**config.mk**
```make
export PLATFORM = sky130hd
export DESIGN_NAME = display_scan_ctrl_flat
export DESIGN_NICKNAME = d
export VERILOG_FILES = /design/src/rtl/display_scan_ctrl_pkg.sv /design/src/rtl/display_scan_ctrl_if.sv /design/src/rtl/display_scan_ctrl_scan_timer.sv /design/src/rtl/display_scan_ctrl.sv /design/src/flat_wrapper.sv
export SDC_FILE = /design/constraint.sdc
export NUM_CORES = 1
export LEC_CHECK = 0
export BUFFER_PORTS_ARGS = -buffer_cell sky130_fd_sc_hd__buf_2
export CAP_MARGIN = 30
export CORE_UTILIZATION = 52
export CTS_CLUSTER_DIAMETER = 100
export DETAILED_ROUTE_END_ITERATION = 8
export HOLD_SLACK_MARGIN = 0.12
export PLACE_DENSITY = 0.72
export REMOVE_ABC_BUFFERS = 1
export SYNTH_ARGS = -nofsm -noshare
export SYNTH_HDL_FRONTEND = slang
export SYNTH_SLANG_ARGS = --single-unit
```
**constraint.sdc**
```tcl
create_clock -name clk -period 2.1 [get_ports clk]
set_input_delay 0.315 -clock clk [delete_from_list [all_inputs] [get_ports clk]]
set_output_delay 0.315 -clock clk [all_outputs]
set_load 0.02 [all_outputs]
```
**src/rtl/display_scan_ctrl_pkg.sv**
```systemverilog
// display_pkg: shared constants, scan state type and packed-BCD slicing
// helper for the display scan controller.
package display_pkg;

  localparam int BCD_W      = 4;
  localparam int BCD_MAX    = 9;
  // Widest display the slicing helper accepts; callers zero-extend into it.
  localparam int MAX_DIGITS = 16;

  typedef enum logic {
    GUARD = 1'b0,
    DRIVE = 1'b1
  } scan_state_e;

  // Returns digit i of a packed BCD word (digit i at bits [4i+3:4i]).
  function automatic logic [BCD_W-1:0] digit_of(
    input logic [BCD_W*MAX_DIGITS-1:0] data,
    input int                          i
  );
    return data[BCD_W*i +: BCD_W];
  endfunction

endpackage

```
**src/rtl/display_scan_ctrl_if.sv**
```systemverilog
// display_scan_ctrl_if: valid/ready load port carrying a packed BCD value.
//   load_valid  producer -> controller, value offered
//   load_ready  controller -> producer, pending slot empty
//   load_data   producer -> controller, packed BCD, digit i at [4i+3:4i]
interface display_scan_ctrl_if #(
  parameter int NUM_DIGITS = 4
);
  import display_pkg::*;

  logic                        load_valid;
  logic                        load_ready;
  logic [BCD_W*NUM_DIGITS-1:0] load_data;

  modport master (output load_valid, output load_data, input load_ready);
  modport slave  (input load_valid, input load_data, output load_ready);

endinterface

```
**src/rtl/display_scan_ctrl_scan_timer.sv**
```systemverilog
// scan_timer: slot counter (0..REFRESH_DIV-1) and digit index
// (0..NUM_DIGITS-1) with the GUARD/DRIVE slot state.
//   clk, rst    clock, async active-high reset
//   idx         current digit index
//   frame_wrap  last cycle of the last slot of a frame
//   in_guard    current cycle lies in the anti-ghosting guard window
module scan_timer
  import display_pkg::*;
#(
  parameter int NUM_DIGITS   = 4,
  parameter int REFRESH_DIV  = 50000,
  parameter int BLANK_CYCLES = 64,
  parameter int CNT_W        = $clog2(REFRESH_DIV),
  parameter int IDX_W        = (NUM_DIGITS > 1) ? $clog2(NUM_DIGITS) : 1
) (
  input  logic             clk,
  input  logic             rst,
  output logic [IDX_W-1:0] idx,
  output logic             frame_wrap,
  output logic             in_guard
);

  localparam logic [CNT_W-1:0] CNT_LAST   = CNT_W'(REFRESH_DIV - 1);
  localparam logic [CNT_W-1:0] GUARD_LAST = CNT_W'(BLANK_CYCLES - 1);
  localparam logic [IDX_W-1:0] IDX_LAST   = IDX_W'(NUM_DIGITS - 1);

  logic [CNT_W-1:0] cnt_q, cnt_d;
  logic [IDX_W-1:0] idx_q, idx_d;
  scan_state_e      state_q, state_d;
  logic             slot_wrap;

  always_comb begin
    slot_wrap  = (cnt_q == CNT_LAST);
    frame_wrap = slot_wrap && (idx_q == IDX_LAST);
    cnt_d      = slot_wrap ? '0 : cnt_q + CNT_W'(1);
    idx_d      = idx_q;
    // Explicit compare so non-power-of-two digit counts wrap correctly.
    if (slot_wrap) idx_d = (idx_q == IDX_LAST) ? '0 : idx_q + IDX_W'(1);
    state_d = state_q;
    case (state_q)
      GUARD:   if (cnt_q == GUARD_LAST) state_d = DRIVE;
      DRIVE:   if (slot_wrap) state_d = GUARD;
      default: state_d = GUARD;
    endcase
  end

  always_ff @(posedge clk or posedge rst) begin
    if (rst) begin
      cnt_q   <= '0;
      idx_q   <= '0;
      state_q <= GUARD;
    end else begin
      cnt_q   <= cnt_d;
      idx_q   <= idx_d;
      state_q <= state_d;
    end
  end

  assign idx      = idx_q;
  assign in_guard = (state_q == GUARD);

endmodule

```
**src/rtl/display_scan_ctrl.sv**
```systemverilog
// display_scan_ctrl: time-multiplexed scan controller for a shared
// BCD-to-7-segment decoder.
//   clk, rst    clock, async active-high reset
//   ld          slave load port; accepted values are applied at frame
//               boundaries only
//   lz_en       leading-zero blanking enable
//   bcd_out     {D,C,B,A} code to the decoder
//   digit_en    one-hot digit select, all zero during the guard window
//   seg_blank   forces decoder segments off
//   frame_done  one-cycle pulse after the last slot of a frame
module display_scan_ctrl
  import display_pkg::*;
#(
  parameter int NUM_DIGITS   = 4,
  parameter int REFRESH_DIV  = 50000,
  parameter int BLANK_CYCLES = 64
) (
  input  logic                  clk,
  input  logic                  rst,
  display_scan_ctrl_if.slave    ld,
  input  logic                  lz_en,
  output logic [BCD_W-1:0]      bcd_out,
  output logic [NUM_DIGITS-1:0] digit_en,
  output logic                  seg_blank,
  output logic                  frame_done
);

  localparam int               IDX_W    = (NUM_DIGITS > 1) ? $clog2(NUM_DIGITS) : 1;
  localparam int               DATA_W   = BCD_W * NUM_DIGITS;
  localparam logic [BCD_W-1:0] BCD_LIM  = BCD_W'(BCD_MAX);

  logic [IDX_W-1:0] idx;
  logic             frame_wrap;
  logic             in_guard;

  scan_timer #(
    .NUM_DIGITS  (NUM_DIGITS),
    .REFRESH_DIV (REFRESH_DIV),
    .BLANK_CYCLES(BLANK_CYCLES),
    .IDX_W       (IDX_W)
  ) u_timer (
    .clk       (clk),
    .rst       (rst),
    .idx       (idx),
    .frame_wrap(frame_wrap),
    .in_guard  (in_guard)
  );

  logic [DATA_W-1:0]           active_q, active_d;
  logic [DATA_W-1:0]           pending_q, pending_d;
  logic                        pend_full_q, pend_full_d;
  logic                        load_ready_q, load_ready_d;
  logic [BCD_W-1:0]            bcd_q, bcd_d;
  logic [NUM_DIGITS-1:0]       digit_en_q, digit_en_d;
  logic                        seg_blank_q, seg_blank_d;
  logic                        frame_done_q, frame_done_d;

  logic                        accept;
  logic [BCD_W*MAX_DIGITS-1:0] active_ext;
  logic [BCD_W-1:0]            cur_dig;
  logic                        upper_zero;
  logic                        lz_blank;
  logic                        bad_code;

  // Load / pending / active. Accept only happens with pending empty and the
  // transfer only with pending full, so the two never collide.
  always_comb begin
    accept      = ld.load_valid && load_ready_q;
    active_d    = active_q;
    pending_d   = pending_q;
    pend_full_d = pend_full_q;
    if (frame_wrap && pend_full_q) begin
      active_d    = pending_q;
      pend_full_d = 1'b0;
    end
    if (accept) begin
      pending_d   = ld.load_data;
      pend_full_d = 1'b1;
    end
    load_ready_d = ~pend_full_d;
  end

  // Digit selection and blanking for the current index.
  always_comb begin
    active_ext               = '0;
    active_ext[DATA_W-1:0]   = active_q;
    cur_dig                  = digit_of(active_ext, int'(idx));
    // All digits from the top down to the current index are zero.
    upper_zero = 1'b1;
    for (int j = 0; j < NUM_DIGITS; j++) begin
      if (j >= int'(idx) && digit_of(active_ext, j) != '0) upper_zero = 1'b0;
    end
    // Digit 0 is never suppressed so an all-zero value still shows "0".
    lz_blank = lz_en && (idx != '0) && upper_zero;
    bad_code = (cur_dig > BCD_LIM);
  end

  // Output registers; bcd_out holds its last code through the guard window.
  always_comb begin
    digit_en_d   = '0;
    bcd_d        = bcd_q;
    seg_blank_d  = 1'b1;
    frame_done_d = frame_wrap;
    if (!in_guard) begin
      digit_en_d[idx] = 1'b1;
      bcd_d           = bad_code ? '0 : cur_dig;
      seg_blank_d     = bad_code || lz_blank;
    end
  end

  always_ff @(posedge clk or posedge rst) begin
    if (rst) begin
      active_q     <= '0;
      pending_q    <= '0;
      pend_full_q  <= 1'b0;
      load_ready_q <= 1'b1;
      bcd_q        <= '0;
      digit_en_q   <= '0;
      seg_blank_q  <= 1'b1;
      frame_done_q <= 1'b0;
    end else begin
      active_q     <= active_d;
      pending_q    <= pending_d;
      pend_full_q  <= pend_full_d;
      load_ready_q <= load_ready_d;
      bcd_q        <= bcd_d;
      digit_en_q   <= digit_en_d;
      seg_blank_q  <= seg_blank_d;
      frame_done_q <= frame_done_d;
    end
  end

  assign ld.load_ready = load_ready_q;
  assign bcd_out       = bcd_q;
  assign digit_en      = digit_en_q;
  assign seg_blank     = seg_blank_q;
  assign frame_done    = frame_done_q;

endmodule

```
**src/flat_wrapper.sv**
```systemverilog
// flat-port wrapper written by rule: the top's interface ports become plain ports
module display_scan_ctrl_flat import display_pkg::*;
#(
  parameter int NUM_DIGITS   = 4,
  parameter int REFRESH_DIV  = 50000,
  parameter int BLANK_CYCLES = 64
)
  (clk, rst, lz_en, bcd_out, digit_en, seg_blank, frame_done, ld_load_valid, ld_load_data, ld_load_ready);
  display_scan_ctrl_if #(.NUM_DIGITS(NUM_DIGITS)) ld_i ();
  input  logic clk;
  input  logic rst;
  input  logic lz_en;
  output logic [BCD_W-1:0] bcd_out;
  output logic [NUM_DIGITS-1:0] digit_en;
  output logic seg_blank;
  output logic frame_done;
  input wire logic [$bits(ld_i.load_valid)-1:0] ld_load_valid;
  input wire logic [$bits(ld_i.load_data)-1:0] ld_load_data;
  output wire logic [$bits(ld_i.load_ready)-1:0] ld_load_ready;
  assign ld_i.load_valid = ld_load_valid;
  assign ld_i.load_data = ld_load_data;
  assign ld_load_ready = ld_i.load_ready;
  display_scan_ctrl #(.NUM_DIGITS(NUM_DIGITS), .REFRESH_DIV(REFRESH_DIV), .BLANK_CYCLES(BLANK_CYCLES)) u_core (.clk(clk), .rst(rst), .ld(ld_i), .lz_en(lz_en), .bcd_out(bcd_out), .digit_en(digit_en), .seg_blank(seg_blank), .frame_done(frame_done));
endmodule
```
==> reports/summary.log, run 1 <==
[timing] final-report hold violation count 0
[clock_network] count of buffers added by post-CTS timing repair for setup 0
[final_layout] Layout Area Growth over Synthesis 18.8%
[clock_network] count of hold buffers inserted by post-cts repair 1
[floorplan] floorplan die area 5620 um2
[global_route] number of antenna violations at the first check in global routing 0
[synthesis] main combinational cell family by area after synthesis multiplexers
[timing] number of setup violations in the final report 0
[global_route] pin count of the biggest net entering global routing 64
[timing] slew margin rel. 53.5%
[route] Detail Route Antenna Nets 0
[final_layout] Antenna Diode Count 0
[setup_path] Reg-to-Reg Start u_core.u_timer.cnt_q[5]
[timing] Fin Hold WS 190 ps
[status] result of the run finished, final reports clean
[route] initial drt markers 87
[power_and_ir_drop] Max rail drop VDD 534 uV
[placed_design] gpl congestion 0.840
[worst_hold_path] Worst Hold Depth 2
[route] number of remaining DRC errors 0
[route] post-detailed-routing wire length 4660 um
[clock_network] insertion delay of the later-clocked pin in the worst-skew pair 350 ps
[final_layout] final core area utilization 64.5%
[global_route] wire length of the first global-routing pass 7690 um
[global_route] overall track demand over capacity in global routing 19.4%
[setup_path] critical path startpoint category flop
[route] Avg Vias per Cell 5.30
[floorplan] starting utilization of the core area 54.2%
[synthesis] area share of xor/xnor cells in the synthesized design 4.11%
[floorplan] Chip Height 75.0 um
[synthesis] Top FF cell, synth dfrtp_1
[timing] worst-margin pin slew 696 ps
[synthesis] Synth async-reset ratio 100%
[clock_network] clock-pin transition on the worst setup and hold timing paths 80 ps
[global_route] global route overflow 0
[placed_design] Post-DP HPWL 3160 um
[power_and_ir_drop] total power per unit cell area 837 nW/um2
[synthesis] synthesized-area fraction occupied by adder cells 2.71%
[final_layout] Layout Nets 276
[timing] fin crit period 1880 ps
[synthesis] Syn. warnings 0
[synthesis] distinct cell type count after synthesis 41
[clock_network] count of cells resized by post-cts repair 0
[floorplan] horizontal extent of the die 75.0 um
[setup_path] worst r2r dst u_core.active_q[6]
[route] number of detailed-route iterations in the first pass 4
[route] vias post-DR 1721
[setup_path] kind of capture point of the worst setup path flop
[synthesis] number of enable flip-flop cells after synthesis 0
[setup_path] setup slack of the most critical reg-to-reg path 220 ps
[final_layout] ratio of cells with drive above 1 in the final layout 38.4%
[timing] final critical-path share of the clock period 89.7%
[setup_path] data arrival time of the worst path 2110 ps
[timing] upper clock frequency limit 531 MHz
[setup_path] data required time of the critical path 2320 ps
[synthesis] cell area after synthesis 2770 um2
[timing] post-route clock skew 11.4 ps
[timing] aggregate negative setup slack 0 ps
[placed_design] PortBufs 30
[clock_network] total number of clock tree sinks 63
[clock_network] H-Tree Depth 3
[clock_network] Root Buffer clkbuf_8
[clock_network] clock tree from TritonCTS yes
[clock_network] TritonCTS Buffers 9
[floorplan] standard-cell row count 26
[setup_path] Worst Path Max Fanout 16
[global_route] vias in the first global route 1533
[worst_hold_path] startpoint of the most critical hold path ld_load_data[10]
[synthesis] register bit total from synthesis 63
[floorplan] IO Count 31
[synthesis] Compound-Gate Fraction of Synth Area 3.12%
[worst_hold_path] capture endpoint of the worst hold path u_core.pending_q[10]
[setup_path] crit path kind flop to flop
[final_layout] filler instances 412
[worst_hold_path] path class of the lowest-slack min-delay path input pin to flop
[timing] max-slew violation total from the final report 0
[run] max-capacitance violation count 0
[synthesis] Gate Count Post-Synth 206
[synthesis] average cell area after synthesis 13.4 um2
[setup_path] r2r worst-path depth 4
[route] average wire length per cell after detail routing 14.3 um
[synthesis] post-synthesis sequential area ratio 57.0%
[synthesis] mux cell area share after synthesis 18.0%
[timing] setup repair after global routing missed its margin false
[power_and_ir_drop] Pleak 1.61 nW
[floorplan] Core Footprint 5110 um2
[clock_network] number of buffers on the longest clock path 2
[synthesis] simple-gate portion of the synthesized area 13.3%
[power by group]
part           total [W]  internal (W)  switching, W  leakage, nW
Clock            0.00123      0.000767      0.000466        0.119
Sequential       0.00137       0.00131     0.0000567        0.819
Combinational   0.000152     0.0000947     0.0000575        0.675
[worst max-delay path by stage]
stage / startpoint / to / slack (ps) / depth (start not counted)
floorplan: u_core.u_timer.cnt_q[0] / u_core.u_timer.idx[0] / 60 / 5
CTS: u_core.u_timer.cnt_q[0] / u_core.active_q[6] / 230 / 5
finish: u_core.u_timer.cnt_q[5] / u_core.active_q[6] / 220 / 4
global route: u_core.u_timer.cnt_q[5] / u_core.active_q[2] / 80 / 4
global placement: u_core.u_timer.cnt_q[7] / u_core.active_q[0] / 270 / 4
detailed placement: u_core.u_timer.cnt_q[0] / u_core.active_q[15] / 220 / 5
[routing by layer]
layer  vias up  track usage (%)  part of all wire, %
li1        824                -                    -
met1       848             29.3                   51
met2        40             24.4                   42
met3         9             7.63                  4.6
met4         0             8.18                  1.9
met5         -                0                    0
[cells in the mapped netlist, types with 2 or more instances]
master    count  share of area [%]
a21o_1        2               0.54
and2_1        5                1.1
buf_2         2               0.36
dfrtp_1      61                 55
dfstp_2       2                1.9
ha_1          6                2.7
inv_1         5               0.68
mux2_2       23                9.3
mux2_4       10                5.4
mux4_2        4                3.3
nand2_1       8                1.1
nand3_1       6                1.1
nand4_1       3               0.68
nand4b_1      2               0.63
nor2_1       15                2.0
nor3_1        4               0.72
nor3_2        2               0.72
nor3b_1       2               0.54
nor4_1        6                1.4
o21ai_0       4               0.72
or3_1         3               0.68
xnor2_1       7                2.2
xor2_1        6                1.9
[cells in the final DEF, fill, tap and decap left out, drive strengths merged, types with 7 or more instances in the layout]
master	synthesis	layout
buf	3	36
clkbuf	1	12
dfrtp	61	61
mux2	33	33
nand2	8	8
nand3	7	7
nor2	15	15
xnor2	7	7
[through the flow]
step	power, W	cell area, um2	worst slack, ps	std cells
global placement	0.00153	3040	272	308
global route	0.00286	3290	80.6	325
floorplan	0.00148	2750	61.5	202
finish	0.00275	3290	216	325
CTS	0.00278	3290	234	325
detailed placement	0.00155	3040	222	308
[sequential cells by signal, summed over array words and instances, names as in the netlist]
signal and cells:
u_core.pending_q 16, u_core.digit_en 4, u_core.u_timer.cnt_q 16, u_core.active_q 16, u_core.u_timer.state_q 1, u_core.u_timer.idx 2, u_core.frame_done 1, u_core.bcd_out 4
u_core.seg_blank 1, u_core.pend_full_q 1, u_core.ld.load_ready 1
[cell type report]
type / count / area, um2 / share of cell area, %
inverter: 6 / 22.5 / 0.684
tap: 70 / 87.6 / 2.66
clock inverter: 4 / 76.3 / 2.32
clock buffer: 12 / 165 / 5.02
sequential: 63 / 1580 / 48.0
timing repair buffer: 37 / 218 / 6.61
multi-input combinational: 133 / 1140 / 34.7
[logic make-up after synthesis]
| logic type | Yosys count |
|---|---|
| AOI/OAI and AO/OA | 13 |
| xor gates and xnor gates | 13 |
| adders and majority gates | 6 |
| buffers and inverters | 10 |
| DFF | 63 |
| muxes | 37 |
| and+or+nand+nor | 64 |
[critical path: stages, from the launching register on]
cell      delay (ps)
dfrtp_1          430
nand4b_1         260
and3b_1          320
nand4_4          350
mux2_4           410
Power figures use the tool's default switching activity.
==> inputs of run 2 (changes only) <==
- clock period: 2.1 -> 2 ns (I/O delays scaled with it)
==> run 2 against run 1 <==
  * Highest routed layer unchanged
  * Utilization up 0.27 points
  * Critical path depth up 1
  * Largest cell class unchanged
  * Critical endpoint is now u_core.active_q[2]
  * Sequential cell count unchanged
==> reports/summary.log, run 2 (synthesis gave the netlist of run 1 again) <==
[route] average wire length per cell after detail routing 14.0 um [-2.3%]
[final_layout] Layout Area Growth over Synthesis 19.3%
[route] number of detailed-route iterations in the first pass 4 [unchanged]
[timing] number of setup violations in the final report 0 [unchanged]
[timing] worst-margin pin slew 530 ps [-166 ps]
[route] post-detailed-routing wire length 4600 um [-1.1%]
[final_layout] biggest registers after layout u_core.active_q x16, u_core.pending_q x16, u_core.u_timer.cnt_q x16
[final_layout] filler instances 390 [-5.3%]
[clock_network] count of cells resized by post-cts repair 0 [unchanged]
[setup_path] Worst Path Max Fanout 16 [unchanged]
[global_route] global route overflow 0 [unchanged]
[global_route] wire length of the first global-routing pass 7980 um [+3.8%]
[timing] final-report hold violation count 0 [unchanged]
[status] result of the run finished, final reports clean
[clock_network] count of hold buffers inserted by post-cts repair 1 [unchanged]
[setup_path] Largest delay share family, worst path simple AND/OR/NAND/NOR gates
[clock_network] TritonCTS Buffers 9 [unchanged]
[global_route] pin count of the biggest net entering global routing 25 [-61%]
[run] max-capacitance violation count 0 [unchanged]
[clock_network] Root Buffer clkbuf_8
[route] vias post-DR 1691 [-1.7%]
[power_and_ir_drop] Comb power frac 5.9% [+0.4 points]
[setup_path] critical path startpoint category flop
[clock_network] H-Tree Depth 3 [unchanged]
[route] initial drt markers 126 [+45%]
[floorplan] IO Count 31 [unchanged]
[final_layout] commonest non-fill, non-tap cells in the layout dfrtp_1, buf_2, mux2_2
[final_layout] Antenna Diode Count 0 [unchanged]
[final_layout] ratio of cells with drive above 1 in the final layout 39.0% [+0.56 points]
[floorplan] Core Footprint 5110 um2 [unchanged]
[route] number of remaining DRC errors 0 [unchanged]
[final_layout] Layout Nets 280 [+1.4%]
[clock_network] clock-pin transition on the worst setup and hold timing paths 70 ps [about the same]
[global_route] number of antenna violations at the first check in global routing 0 [unchanged]
[power_and_ir_drop] relative contribution of the clock network to total power 42.3% [-2.5 points]
[clock_network] number of buffers on the longest clock path 2 [unchanged]
[timing] post-route clock skew 5.90 ps [-5.54 ps]
[setup_path] buffers and inverters on the worst path 1 [+1]
[timing] upper clock frequency limit 562 MHz [+5.9%]
[final_layout] leading cell type in the layout, fill and taps excluded dfrtp_1
[power_and_ir_drop] fraction of power consumed by sequential logic 51.7% [+2.0 points]
[clock_network] total number of clock tree sinks 63 [unchanged]
[power_and_ir_drop] Total Power Consumption 0.00277 W [+0.53%]
[power_and_ir_drop] Sw Ratio 21.4% [+0.33 points]
[timing] Fin Hold WS 190 ps [+0.539 ps]
[placed_design] gpl congestion 0.847 [+0.82%]
[floorplan] Chip Height 75.0 um [unchanged]
[power_and_ir_drop] total power per unit cell area 838 nW/um2 [+0.11%]
[global_route] vias in the first global route 1614 [+5.3%]
[power_and_ir_drop] switching pwr 0.000593 W [+2.1%]
[setup_path] CP cell instances nand4b_1 -> and3b_1 -> nand4_4 -> buf_12 -> mux2_4
[setup_path] Slowest-stage cell, CP dfrtp_1
[floorplan] standard-cell row count 26 [unchanged]
[setup_path] data arrival time of the worst path 2000 ps [-110 ps]
[clock_network] clock tree from TritonCTS yes
[route] Avg Vias per Cell 5.14 [-2.9%]
[timing] fin crit period 1780 ps [-106 ps]
[clock_network] count of buffers added by post-CTS timing repair for setup 0 [unchanged]
[floorplan] starting utilization of the core area 54.2% [unchanged]
[setup_path] kind of capture point of the worst setup path flop
[placed_design] Post-DP HPWL 3320 um [+5.0%]
[power_and_ir_drop] internal power contribution 0.00218 W [+0.11%]
[power_and_ir_drop] Pleak 1.62 nW [+0.54%]
[route] Detail Route Antenna Nets 0 [unchanged]
[timing] max-slew violation total from the final report 0 [unchanged]
[timing] slew margin rel. 64.6% [+11 points]
[timing] setup repair after global routing missed its margin false
[timing] final critical-path share of the clock period 88.9% [-0.80 points]
[global_route] overall track demand over capacity in global routing 19.8% [+0.44 points]
[setup_path] data required time of the critical path 2220 ps [-100 ps]
[worst_hold_path] path class of the lowest-slack min-delay path input pin to flop
[setup_path] crit path kind flop to flop
[power_and_ir_drop] Max rail drop VDD 538 uV [+0.77%]
[clock_network] insertion delay of the later-clocked pin in the worst-skew pair 340 ps [about the same]
[placed_design] PortBufs 30 [unchanged]
[floorplan] floorplan die area 5620 um2 [unchanged]
[floorplan] horizontal extent of the die 75.0 um [unchanged]
[setup_path] largest stage delay on the critical path 440 ps [about the same]
[run 2: area by class of cell]
| cell class | instances | area [um2] | share of cell area [%] |
|---|---|---|---|
| Clock buffer | 10 | 128 | 3.86 |
| Clock inverter | 6 | 85.1 | 2.57 |
| Inverter | 6 | 22.5 | 0.681 |
| Multi-Input combinational cell | 133 | 1140 | 34.6 |
| Sequential cell | 63 | 1580 | 47.8 |
| Tap cell | 70 | 87.6 | 2.65 |
| Timing Repair Buffer | 41 | 260 | 7.87 |
[run 2: power by group through the flow]
stage | Combinational (W) | Clock, W | Sequential, W
2_1_floorplan | 0.000120 | 0 | 0.00144
3_3_place_gp | 0.000160 | 0 | 0.00145
3_5_place_dp | 0.000169 | 0 | 0.00146
4_1_cts | 0.000170 | 0.00121 | 0.00143
5_1_grt | 0.000183 | 0.00126 | 0.00144
6_report | 0.000165 | 0.00117 | 0.00143
[run 2: path summary, 6_finish.rpt]
check / startpoint / endpoint / slack [ps] / cells after the start
setup / recovery: u_core.u_timer.cnt_q[5] / u_core.active_q[2] / 220 / 5
hold / removal: ld_load_data[9] / u_core.pending_q[9] / 190 / 2
setup reg to reg: u_core.u_timer.cnt_q[5] / u_core.active_q[2] / 220 / 5
max in group asynchronous: rst / u_core.pending_q[0] / 840 / 4
hold reg to reg: u_core.bcd_out[1] / u_core.bcd_out[1] / 480 / 1
min in group asynchronous: rst / u_core.u_timer.cnt_q[1] / 550 / 3
[run 2: per-stage QoR]
step                cell area [um2]  instances  setup WS [ps]  setup TNS [ps]  util [%]
floorplan                      2750        202          -38.5           -38.5         -
global placement               3080        312            250               0      60.4
detailed placement             3080        312            259               0      60.4
CTS                            3310        329            225               0      64.7
global route                   3310        329            116               0      64.7
finish                         3310        329            222               0      64.7
[run 2: routing by layer]
metal | up-vias | track usage, % | routed length (um)
li1 | 839 | - | -
met1 | 808 | 28.4 | 2330
met2 | 37 | 27.4 | 1990
met3 | 7 | 6.56 | 206
met4 | 0 | 8.81 | 81
met5 | - | 0 | 0
==> inputs of run 3 (changes only) <==
- BUFFER_PORTS_ARGS: -buffer_cell sky130_fd_sc_hd__buf_2 -> unset
- DONT_BUFFER_PORTS: unset -> 1
- PLACE_DENSITY: 0.72 -> 0.67
==> run 3 against run 2 <==
  * Register-to-register slack got worse by 50 ps
  * Maximum frequency decreased by 3.0%
  * Critical path depth increased by 1
  * Non-clock buffer count decreased by 18
  * Sequential share of layout area about the same
  * Via count increased by 0.41%
  * Global-route usage increased by 1.4 points
  * First-iteration DRC count decreased by 43%
  * Final cell count decreased by 5.5%
  * Die area unchanged
  * Utilization about the same
  * Critical path type unchanged
  * Largest power group unchanged
  * Highest routed layer unchanged
==> reports/summary.log, run 3 (synthesis gave the netlist of run 1 again) <==
[status] result of the run finished, final reports clean
[clock_network] number of buffers on the longest clock path 2 [unchanged]
[worst_hold_path] startpoint of the most critical hold path ld_load_valid
[route] vias post-DR 1698 [+0.41%]
[setup_path] crit path kind flop to flop
[placed_design] worst slack at placement 178 ps [-81.3 ps]
[setup_path] data arrival time of the worst path 2050 ps [+50 ps]
[timing] number of setup violations in the final report 0 [unchanged]
[final_layout] commonest non-fill, non-tap cells in the layout dfrtp_1, mux2_2, dlygate4sd3_1
[route] Avg Vias per Cell 5.46 [+6.2%]
[timing] final critical-path share of the clock period 91.7% [+2.7 points]
[power_and_ir_drop] Total Power Consumption 0.00293 W [+5.9%]
[setup_path] kind of capture point of the worst setup path flop
[floorplan] floorplan die area 5620 um2 [unchanged]
[final_layout] Layout Nets 262 [-6.4%]
[placed_design] instance count after placement with tap cells included 277 [-11%]
[setup_path] r2r worst-path depth 6 [+1]
[floorplan] standard-cell row count 26 [unchanged]
[setup_path] Worst Path Max Fanout 16 [unchanged]
[final_layout] Non-Filler Instances 311 [-5.5%]
[placed_design] Post-DP HPWL 3590 um [+8.1%]
[clock_network] insertion delay of the later-clocked pin in the worst-skew pair 340 ps [about the same]
[final_layout] Final Cell Area 3310 um2 [about the same]
[clock_network] clock-pin transition on the worst setup and hold timing paths 70 ps [about the same]
[final_layout] leading cell type in the layout, fill and taps excluded dfrtp_1
[floorplan] IO Count 31 [unchanged]
[placed_design] gpl congestion 0.875 [+3.3%]
[worst_hold_path] capture endpoint of the worst hold path u_core.pend_full_q
[power_and_ir_drop] total power per unit cell area 887 nW/um2 [+5.9%]
[route] Detail Route Antenna Nets 0 [unchanged]
[timing] final-report hold violation count 0 [unchanged]
[power_and_ir_drop] Pleak 1.55 nW [-4.5%]
[setup_path] Reg-to-Reg Start u_core.u_timer.cnt_q[0]
[timing] fin crit period 1830 ps [+54.8 ps]
[timing] upper clock frequency limit 545 MHz [-3.0%]
[timing] post-route clock skew 5.40 ps [-0.504 ps]
[final_layout] biggest registers after layout u_core.active_q x16, u_core.pending_q x16, u_core.u_timer.cnt_q x16
[final_layout] Layout Area Growth over Synthesis 19.4% [about the same]
[clock_network] H-Tree Depth 3 [unchanged]
[global_route] number of antenna violations at the first check in global routing 0 [unchanged]
[global_route] vias in the first global route 1802 [+12%]
[global_route] wire length of the first global-routing pass 8490 um [+6.3%]
[setup_path] data required time of the critical path 2220 ps [about the same]
[worst_hold_path] path class of the lowest-slack min-delay path input pin to flop
[route] average wire length per cell after detail routing 16.5 um [+18%]
[clock_network] clock tree from TritonCTS yes
[route] number of remaining DRC errors 0 [unchanged]
[floorplan] Core Footprint 5110 um2 [unchanged]
[route] post-detailed-routing wire length 5130 um [+11%]
[timing] max-slew violation total from the final report 0 [unchanged]
[placed_design] PortBufs 0 [-100%]
[timing] setup repair after global routing missed its margin false
[global_route] global route overflow 0 [unchanged]
[final_layout] Antenna Diode Count 0 [unchanged]
[floorplan] Chip Height 75.0 um [unchanged]
[route] initial drt markers 72 [-43%]
[setup_path] worst r2r dst u_core.active_q[6]
[route] number of detailed-route iterations in the first pass 4 [unchanged]
[timing] worst-margin pin slew 748 ps [+218 ps]
[global_route] overall track demand over capacity in global routing 21.2% [+1.4 points]
[final_layout] ratio of cells with drive above 1 in the final layout 27.8% [-11 points]
[clock_network] count of buffers added by post-CTS timing repair for setup 0 [unchanged]
[timing] post-route setup slack 167 ps [-54.8 ps]
[run] max-capacitance violation count 0 [unchanged]
[setup_path] critical path startpoint category flop
[floorplan] starting utilization of the core area 54.2% [unchanged]
[worst_hold_path] Worst Hold Depth 2 [unchanged]
[global_route] pin count of the biggest net entering global routing 32 [+28%]
[placed_design] placement-stage cell area 2880 um2 [-6.5%]
[setup_path] setup slack of the most critical reg-to-reg path 170 ps [-50 ps]
[clock_network] TritonCTS Buffers 9 [unchanged]
[power_and_ir_drop] Max rail drop VDD 491 uV [-8.7%]
[clock_network] total number of clock tree sinks 63 [unchanged]
[clock_network] Root Buffer clkbuf_8
[floorplan] horizontal extent of the die 75.0 um [unchanged]
[setup_path] beginning of the critical path u_core.u_timer.cnt_q[0]
[timing] Fin Hold WS 207 ps [+17.1 ps]
[timing] slew margin rel. 50.0% [-15 points]
[run 3: how the worst max path moves through the flow]
stage / slack [ps] / cells after the start / endpoint
floorplan: -40 / 5 / u_core.u_timer.idx[0]
detailed placement: 180 / 6 / u_core.active_q[0]
finish: 170 / 6 / u_core.active_q[6]
CTS: 150 / 6 / u_core.active_q[6]
global route: 20 / 6 / u_core.pend_full_q
global placement: 250 / 6 / u_core.active_q[0]
[run 3: final cells by class]
type                    instances  area [um2]
clock inverters                 6         108
multi-input cells             133        1140
inverters                       6        22.5
clock buffers                  10         138
flip-flops and latches         63        1580
well taps                      70        87.6
fillers                       407        1800
repair buffers                 23         230
[run 3: per-stage QoR]
stage	setup TNS, ps	utilization [%]
floorplan	-38.5	-
CTS	0	64.8
detailed placement	0	56.4
global route	0	64.8
finish	0	64.8
global placement	0	56.4
[run 3: critical path, cell delays in order (launching register included)]
cell and delay, ps:
dfrtp_1 400, ha_1 210, nand3_2 150, nor3_2 320, nand4_4 150, buf_12 180
mux2_4 300
[run 3: routing by layer]
metal | up-vias | routed length, um | GRT usage (%)
met5 | - | 0 | 0
met4 | 0 | 62 | 7.97
met3 | 8 | 271 | 7.76
met2 | 43 | 2520 | 33.0
met1 | 852 | 2270 | 27.2
li1 | 795 | - | -
[run 3: report_power, final]
part           switching (W)  internal [W]
clock               0.000472      0.000857
sequential         0.0000589       0.00138
combinational      0.0000614      0.000106
total               0.000592       0.00234
[run 3: what timing repair did]
action	in CTS	in global routing
setup endpoints to repair	0	0
hold buffers	18	0
hold endpoints to repair	78	0
resized for setup	0	0
